==> src/rtl/serial_sub_pkg.sv <==
// serial_sub_pkg: shared FSM state encoding for the bit-serial subtractor
package serial_sub_pkg;
  typedef enum logic [1:0] {
    IDLE = 2'd0,
    RUN  = 2'd1,
    DONE = 2'd2
  } state_e;
endpackage

==> src/rtl/serial_sub_full_sub.sv <==
// full_sub: combinational 1-bit full subtractor cell
module full_sub (
  input  logic x,
  input  logic y,
  input  logic bin,
  output logic d,
  output logic bout
);
  assign d    = x ^ y ^ bin;
  assign bout = (~x & y) | (~(x ^ y) & bin);
endmodule

==> src/rtl/serial_sub.sv <==
// serial_sub: LSB-first bit-serial a - b with start/done handshake
module serial_sub
  import serial_sub_pkg::*;
#(
  parameter int WIDTH = 4
) (
  input  logic             clk,
  input  logic             rst,
  input  logic             start,
  input  logic [WIDTH-1:0] a,
  input  logic [WIDTH-1:0] b,
  output logic             busy,
  output logic             done,
  output logic [WIDTH-1:0] diff,
  output logic             borrow_out,
  output logic             zero
);
  localparam int CW = $clog2(WIDTH + 1);
  state_e           state_q, state_d;
  logic [WIDTH-1:0] a_sh_q, a_sh_d, b_sh_q, b_sh_d, res_sh_q, res_sh_d, diff_q, diff_d;
  logic [CW-1:0]    cnt_q, cnt_d;
  logic             bor_q, bor_d, borrow_q, borrow_d, zero_q, zero_d;
  logic             d, bout;
  logic [WIDTH-1:0] res_next;
  full_sub u_full_sub (
    .x   (a_sh_q[0]),
    .y   (b_sh_q[0]),
    .bin (bor_q),
    .d   (d),
    .bout(bout)
  );
  assign res_next = {d, res_sh_q[WIDTH-1:1]};
  always_comb begin
    state_d  = state_q;
    a_sh_d   = a_sh_q;
    b_sh_d   = b_sh_q;
    res_sh_d = res_sh_q;
    cnt_d    = cnt_q;
    bor_d    = bor_q;
    diff_d   = diff_q;
    borrow_d = borrow_q;
    zero_d   = zero_q;
    case (state_q)
      IDLE, DONE: begin
        state_d = start ? RUN : IDLE;
        if (start) begin
          a_sh_d   = a;
          b_sh_d   = b;
          res_sh_d = '0;
          cnt_d    = '0;
          bor_d    = 1'b0;
        end
      end
      RUN: begin
        a_sh_d   = a_sh_q >> 1;
        b_sh_d   = b_sh_q >> 1;
        res_sh_d = res_next;
        bor_d    = bout;
        cnt_d    = CW'(cnt_q + 1'b1);
        if (cnt_q == CW'(WIDTH - 1)) begin
          state_d  = DONE;
          diff_d   = res_next;
          borrow_d = bout;
          zero_d   = ~|res_next;
        end
      end
      default: state_d = IDLE;
    endcase
  end
  always_ff @(posedge clk) begin
    if (rst) begin
      state_q  <= IDLE;
      a_sh_q   <= '0;
      b_sh_q   <= '0;
      res_sh_q <= '0;
      cnt_q    <= '0;
      bor_q    <= 1'b0;
      diff_q   <= '0;
      borrow_q <= 1'b0;
      zero_q   <= 1'b0;
    end else begin
      state_q  <= state_d;
      a_sh_q   <= a_sh_d;
      b_sh_q   <= b_sh_d;
      res_sh_q <= res_sh_d;
      cnt_q    <= cnt_d;
      bor_q    <= bor_d;
      diff_q   <= diff_d;
      borrow_q <= borrow_d;
      zero_q   <= zero_d;
    end
  end
  assign busy       = state_q == RUN;
  assign done       = state_q == DONE;
  assign diff       = diff_q;
  assign borrow_out = borrow_q;
  assign zero       = zero_q;
endmodule

==> config.mk <==
export PLATFORM = sky130hd
export DESIGN_NAME = serial_sub
export DESIGN_NICKNAME = d
export VERILOG_FILES = /design/src/rtl/serial_sub_pkg.sv /design/src/rtl/serial_sub_full_sub.sv /design/src/rtl/serial_sub.sv
export SDC_FILE = /design/constraint.sdc
export NUM_CORES = 1
export LEC_CHECK = 0
export CAP_MARGIN = 5
export CORE_AREA = 2 2 46 48
export DETAILED_ROUTE_END_ITERATION = 6
export DIE_AREA = 0 0 48 50
export GPL_TIMING_DRIVEN = 1
export PLACE_DENSITY = 0.8
export SLEW_MARGIN = 0
export SYNTH_ARGS = -nofsm -noshare
export SYNTH_HDL_FRONTEND = slang
export SYNTH_SLANG_ARGS = --single-unit
==> constraint.sdc <==
create_clock -name clk -period 3.3 [get_ports clk]
set_clock_uncertainty 0.2 [all_clocks]
set_input_delay 0.495 -clock clk [delete_from_list [all_inputs] [get_ports clk]]
set_output_delay 0.495 -clock clk [all_outputs]
set_load 0.005 [all_outputs]
==> metrics, run 1 <==
Max FO, Critical Path=23; synth cell count leaders=23 x dfxtp_1, 19 x nand2_1, 12 x nor2_1; number of setup buffers added after CTS=0; P_leak=0.4481 nW; Critical Path RT=2600 ps; DR iter-0 viols=13; Setup CP Type=flip-flop to output port; # IOs=19; Synth Cell Area=964.7 um^2; slowest CP cell=clkdlybuf4s50_1; Ant. Diodes=0; Hold Violations, Final=0; Arr. time, crit path=1700 ps; cts repair resizes=0; Post-Syn Nets=125; post-DR wirelength/cell=11.27 um; Seq pwr share=0.606; max-capacitance violation count=0; status=finished clean; DP Area=0.001135 mm^2; reg-to-reg endpoint=diff[0]; Hold/Removal Path Class=flip-flop to flip-flop; CP peak stage delay=540 ps; TNS Setup=0 ps; P_int=0.0003661 W; Worst Setup End Kind=output port; TritonCTS clock tree=done; top cell type's share of synthesized area=0.4773; Post-synth EDFFs=0; die height=50 um; Final Critical Period=2395 ps; hold_sp=a_sh_q[3]; CTS Buffer Depth=2; top-count cell post-synth=dfxtp_1; initial core utilization=0.5072; initial antenna violation count=0; Worst Hold Path EP=a_sh_q[3]; layout cells sized above 1=0.05556; first-pass GRT wire length=2994 um; startpoint types=flip-flop; H-tree levels=1; area grow syn2layout=20.49%; RSZ-0062 raised after global routing=false; R2R setup slack=1610 ps; Detail Placement HPWL=1238 um; Peak VDD IR=0.2967 mV; Sw Pwr=0.0001262 W; worst reg2reg path depth=5; Remaining DRCs=0; Seq cells post-synth=23; Clock transition at path regs=120 ps; fmax=417.6 MHz; clock sink count=23; main area contributors after synthesis=dfxtp_1 48%, nand2_1 7.4%, a311oi_1 6.4%; CTS Root Cell=clkbuf_4; cts hold-fix bufs=0; power density over cell area=423.5 mW/mm^2; CP delay by family, top=buffers and inverters; worst-skew pair later-pin latency=300 ps; final non-filler cell area=0.001162 mm^2; Comb power frac=0.135; reg-to-reg startpoint=cnt_q[0]; routed wire length=1724 um; actual slew at the worst max-slew pin=800.0 ps; vias in the first global route=730; Total GRT Usage=0.1714; # port buffers=18; async set-or-reset flop fraction in the synthesized netlist=0; drt pass-1 iters=4; WHS=276.7 ps; global route overflow=0; Die ar.=0.002400 mm^2; Syn Area/Cell=8.691 um^2; pre-CTS setup slack=1163 ps; final core utilization=0.6112; endpoints failing setup=0; Syn. warnings=0; Net Sw Frac=0.2563; # fillers=174; final period utilization=0.7257; die width=48 um; placeable core area=0.001902 mm^2; antenna viol nets, final=0; via count=779; fin. max-slew vios=0; Syn Inst Count=111; NumNets Final=141; Num CTS Buffers=3; vias per cell=5.092; WP buf/inv=3; Top FF cell, synth=dfxtp_1; num rows=16; register area share after synthesis=0.4773; GPL Wtd Cong=0.7256; Synth cell types=22; Clock power frac=0.259; final setup margin=905.2 ps; CP cell instances=nand2b_1 > buf_4 > inv_2 > clkdlybuf4s50_1; post-synth top area cell=dfxtp_1; Hold Crit Depth=2; Slew headroom=0.4650; largest net degree at the start of global routing=24
## worst max-delay path by stage
| stage | from | end | cells after the start |
|---|---|---|---|
| 6_report | state_q[1] | busy | 4 |
| 5_1_grt | state_q[0] | busy | 4 |
| 4_1_cts | state_q[1] | busy | 4 |
| 3_5_place_dp | start | b_sh_q[0] | 4 |
| 3_3_place_gp | start | b_sh_q[0] | 4 |
| 2_1_floorplan | cnt_q[0] | diff[0] | 5 |
## registers in the layout, indices dropped and copies added, names as in the netlist
register / cells
res_sh_q: 3
state_q: 2
borrow_out: 1
a_sh_q: 4
zero: 1
b_sh_q: 4
bor_q: 1
cnt_q: 3
diff: 4
## kinds of logic after synthesis
| logic type | after synthesis | share of synthesized area |
|---|---|---|
| AND/OR/NAND/NOR | 50 | 0.2335 |
| flip-flops | 23 | 0.4773 |
| AO/OA/AOI/OAI | 19 | 0.1323 |
| buffers and inverters | 12 | 0.06874 |
| multiplexers | 4 | 0.04151 |
| adder cells (fa/ha/maj) | 3 | 0.04669 |
## power groups by stage
stage	Clock, W	Sequential (W)	Combinational, W
after floorplan	0	0.000303	0.0000498
after global placement	0	0.000304	0.0000655
after detailed placement	0	0.000305	0.0000667
after CTS	0.000132	0.000299	0.0000672
after global routing	0.000149	0.000301	0.0000756
final	0.000127	0.000298	0.0000667
## worst register-to-register path: cells and delay by family, from the launching register on
family                     cells  cell delay [ps]
adders and majority gates      2              450
muxes                          1              230
and+or+nand+nor                2              340
DFF                            1              340
## final cells by class
class / instances / area (um^2) / area share
Multi-Input combinational cell: 76 / 437.9 / 0.3768
Inverter: 4 / 15.01 / 0.01292
Sequential cell: 23 / 460.4 / 0.3961
Clock buffer: 3 / 22.52 / 0.01938
Tap cell: 27 / 33.78 / 0.02906
Clock inverter: 1 / 5.005 / 0.004306
Timing Repair Buffer: 19 / 187.7 / 0.1615
## cells in the final DEF (no fill, tap or decap)
| master | instances |
|---|---|
| o21a_1 | 1 |
| inv_1 | 3 |
| nand2b_1 | 5 |
| a311oi_1 | 7 |
| and2b_1 | 1 |
| clkbuf_4 | 3 |
| a21oi_1 | 10 |
| fa_1 | 1 |
| mux2i_1 | 4 |
| a21oi_2 | 1 |
| clkinv_2 | 1 |
| ha_1 | 2 |
| clkdlybuf4s50_1 | 18 |
| dfxtp_1 | 23 |
| inv_2 | 1 |
| nor4_1 | 1 |
| nand2_1 | 19 |
| nand3_1 | 10 |
| nand3b_1 | 1 |
| buf_4 | 1 |
| nor2b_1 | 1 |
| nor2_1 | 12 |
## per-layer routing
metal	global-route usage	part of all wire	routed length (um)	vias up
met5	0	0	0	-
met4	0.06757	0.016	27	0
met3	0.04396	0.031	54	5
met2	0.2622	0.50	863	15
met1	0.2237	0.45	778	355
li1	-	-	-	404
## stage by stage
| stage | power [W] | cells |
|---|---|---|
| global route | 0.0005253 | 153 |
| floorplan | 0.0003524 | 111 |
| global placement | 0.0003696 | 149 |
| CTS | 0.0004979 | 153 |
| finish | 0.0004923 | 153 |
| detailed placement | 0.0003716 | 149 |
No activity file was read; power rests on OpenSTA's default activity.
==> run 2, diff against run 1 <==
--- a/config.mk
+++ b/config.mk
@@ -6,11 +6,11 @@
 export NUM_CORES = 1
 export LEC_CHECK = 0
 export CAP_MARGIN = 5
-export CORE_AREA = 2 2 46 48
+export CORE_AREA = 2 2 50 52
 export DETAILED_ROUTE_END_ITERATION = 6
-export DIE_AREA = 0 0 48 50
+export DIE_AREA = 0 0 52 54
 export GPL_TIMING_DRIVEN = 1
-export PLACE_DENSITY = 0.8
+export PLACE_DENSITY = 0.72
 export SLEW_MARGIN = 0
 export SYNTH_ARGS = -nofsm -noshare
 export SYNTH_HDL_FRONTEND = slang
==> constraint.sdc (replaced) <==
create_clock -name clk -period 2.15 [get_ports clk]
set_clock_uncertainty 0.2 [all_clocks]
set_input_delay 0.3225 -clock clk [delete_from_list [all_inputs] [get_ports clk]]
set_output_delay 0.3225 -clock clk [all_outputs]
set_load 0.005 [all_outputs]
==> run 2 against run 1 <==
Compared with the run above:
- count of clock-buffer cells in the layout grew 1
- register-to-register slack got worse by 1100 ps
- routed wire length increased by 1.5%
- critical path depth is 1 lower
- worst setup slack got worse by 760 ps
- combinational power grew 63%
- sequential power increased by 54%
- largest power group unchanged
- clock power rose by 51%
- non-clock buffer count rose by 2
- power is 54% higher
- first-iteration DRC count down 7.7%
==> metrics, run 2 (synthesized netlist as in run 1, its figures left out) <==
startpoint types=flip-flop; P_leak=0.4550 nW (+1.5%); final period utilization=0.9335; fmax=498.2 MHz; Die ar.=0.002808 mm^2 (+17%); Ant. Diodes=0 (unchanged); initial antenna violation count=0 (unchanged); most frequent cells in the layout=23 x dfxtp_1, 19 x nand2_1, 18 x clkdlybuf4s50_1; largest net degree at the start of global routing=24 (unchanged); max-capacitance violation count=0 (unchanged); global route overflow=0 (unchanged); CTS Buffer Depth=2 (unchanged); endpoints failing setup=0 (unchanged); initial core utilization=0.4159 (-0.09138); Hold Violations, Final=0 (unchanged); first-pass GRT wire length=3105 um (+3.7%); placeable core area=0.002320 mm^2 (+22%); die width=52 um (+8.3%); vias per cell=5.038 (-1.1%); Critical Path RT=1630 ps (-970 ps); Detail Placement HPWL=1223 um (-1.3%); slowest CP cell=clkdlybuf4s50_1; Remaining DRCs=0 (unchanged); num rows=18 (+2); status=finished clean; drt pass-1 iters=3 (-1); Arr. time, crit path=1480 ps (-220 ps); NumNets Final=143 (+1.4%); layout cells sized above 1=0.06250 (+0.006944); Hold/Removal Path Class=flip-flop to flip-flop; reg-to-reg startpoint=cnt_q[0]; clock sink count=23 (unchanged); Hold Crit Depth=2 (unchanged); fin. max-slew vios=0 (unchanged); RSZ-0062 raised after global routing=false; worst-skew pair later-pin latency=300 ps (about the same); Max FO, Critical Path=11 (-52%); worst reg2reg path depth=5 (unchanged); Peak VDD IR=0.3182 mV (+7.2%); Final Critical Period=2007 ps; hold_sp=zero; actual slew at the worst max-slew pin=585.7 ps (-214.4 ps); via count=796 (+2.2%); post-DR wirelength/cell=11.08 um (-1.7%); number of setup buffers added after CTS=0 (unchanged); Num CTS Buffers=3 (unchanged); Worst Hold Path EP=zero; antenna viol nets, final=0 (unchanged); die height=54 um (+8.0%); routed wire length=1750 um (+1.5%); most common cell after layout, fill and taps aside=dfxtp_1; power density over cell area=641.0 mW/mm^2 (+51%); H-tree levels=1 (unchanged); CP peak stage delay=510 ps (-30 ps); # IOs=19 (unchanged); TNS Setup=0 ps (unchanged); GPL Wtd Cong=0.7047 (-2.9%); Clock transition at path regs=120 ps (about the same); reg-to-reg endpoint=diff[3]; Setup CP Type=flip-flop to output port; TritonCTS clock tree=done; area grow syn2layout=22.57%; Slew headroom=0.6096 (+0.1446); vias in the first global route=733 (+0.41%); total power=0.0007579 W (+54%); CTS Root Cell=clkbuf_4; DR iter-0 viols=12 (-1); Total GRT Usage=0.1473 (-0.02405); CP cell instances=nand2b_1 > inv_4 > clkdlybuf4s50_1; Worst Setup End Kind=output port; R2R setup slack=470 ps (-1140 ps); # port buffers=18 (unchanged)
[run 2: cell count changes in the layout (fill, tap and decap cells not counted), sizes merged]
cell / previous run / this run
buf: 1 / 3
clkbuf: 3 / 4
clkinv: 1 / 0
[run 2: final cells by class]
| class | instances | area, um^2 |
|---|---|---|
| sequential | 23 | 460.4 |
| clock buffer | 4 | 26.28 |
| fill | 226 | 1137 |
| inverter | 4 | 17.52 |
| timing repair buffer | 21 | 202.7 |
| tap | 30 | 37.54 |
| multi-input combinational | 76 | 437.9 |
[run 2: power breakdown]
part           switching [W]  internal (W)  leakage [nW]
combinational      0.0000584     0.0000504         0.253
sequential         0.0000119      0.000446         0.187
clock               0.000119     0.0000723        0.0150
total               0.000190      0.000568         0.455
[run 2: layer usage]
metal	track usage	vias to the layer above	part of all wire
met5	0	-	0
met4	0.06579	0	0.017
met3	0.02500	4	0.027
met2	0.2532	13	0.49
met1	0.1806	371	0.47
li1	-	408	-
[run 2: worst max path at each step]
stage	start	to	slack, ps	cells past startpoint
finish	state_q[0]	busy	140	3
global placement	start	b_sh_q[0]	340	4
CTS	state_q[1]	busy	100	3
detailed placement	start	b_sh_q[1]	300	4
floorplan	cnt_q[0]	diff[0]	620	5
global route	state_q[0]	busy	30	3
[run 2: through the flow]
step	utilization	area [um^2]	instances	hold slack (ps)	setup WS, ps
2_1_floorplan	-	964.7	111	194.6	622.3
3_3_place_gp	0.4973	1154	154	242.8	338.9
3_5_place_dp	0.4973	1154	154	259.4	302.8
4_1_cts	0.5086	1180	158	274.2	101.6
5_1_grt	0.5097	1182	158	301.0	29.28
6_report	0.5097	1182	158	268.1	143.0
[run 2: critical path: cells and delay by family, from the launching register on]
| family | cells | cell delay, ps |
|---|---|---|
| buffers and inverters | 2 | 650 |
| DFF | 1 | 400 |
| and+or+nand+nor | 1 | 130 |
[run 2: timing repair]
item                       CTS  global route
setup endpoints to repair    0             1
gates resized for setup      0             1
hold buffers                 0             0
==> run 3, diff against run 2 <==
--- a/config.mk
+++ b/config.mk
@@ -7,6 +7,7 @@
 export LEC_CHECK = 0
 export CAP_MARGIN = 5
 export CORE_AREA = 2 2 50 52
+export CTS_CLUSTER_DIAMETER = 150
 export DETAILED_ROUTE_END_ITERATION = 6
 export DIE_AREA = 0 0 52 54
 export GPL_TIMING_DRIVEN = 1
==> results of run 3 <==
Same layout as run 2: the final DEF is identical, and so are final timing and power.
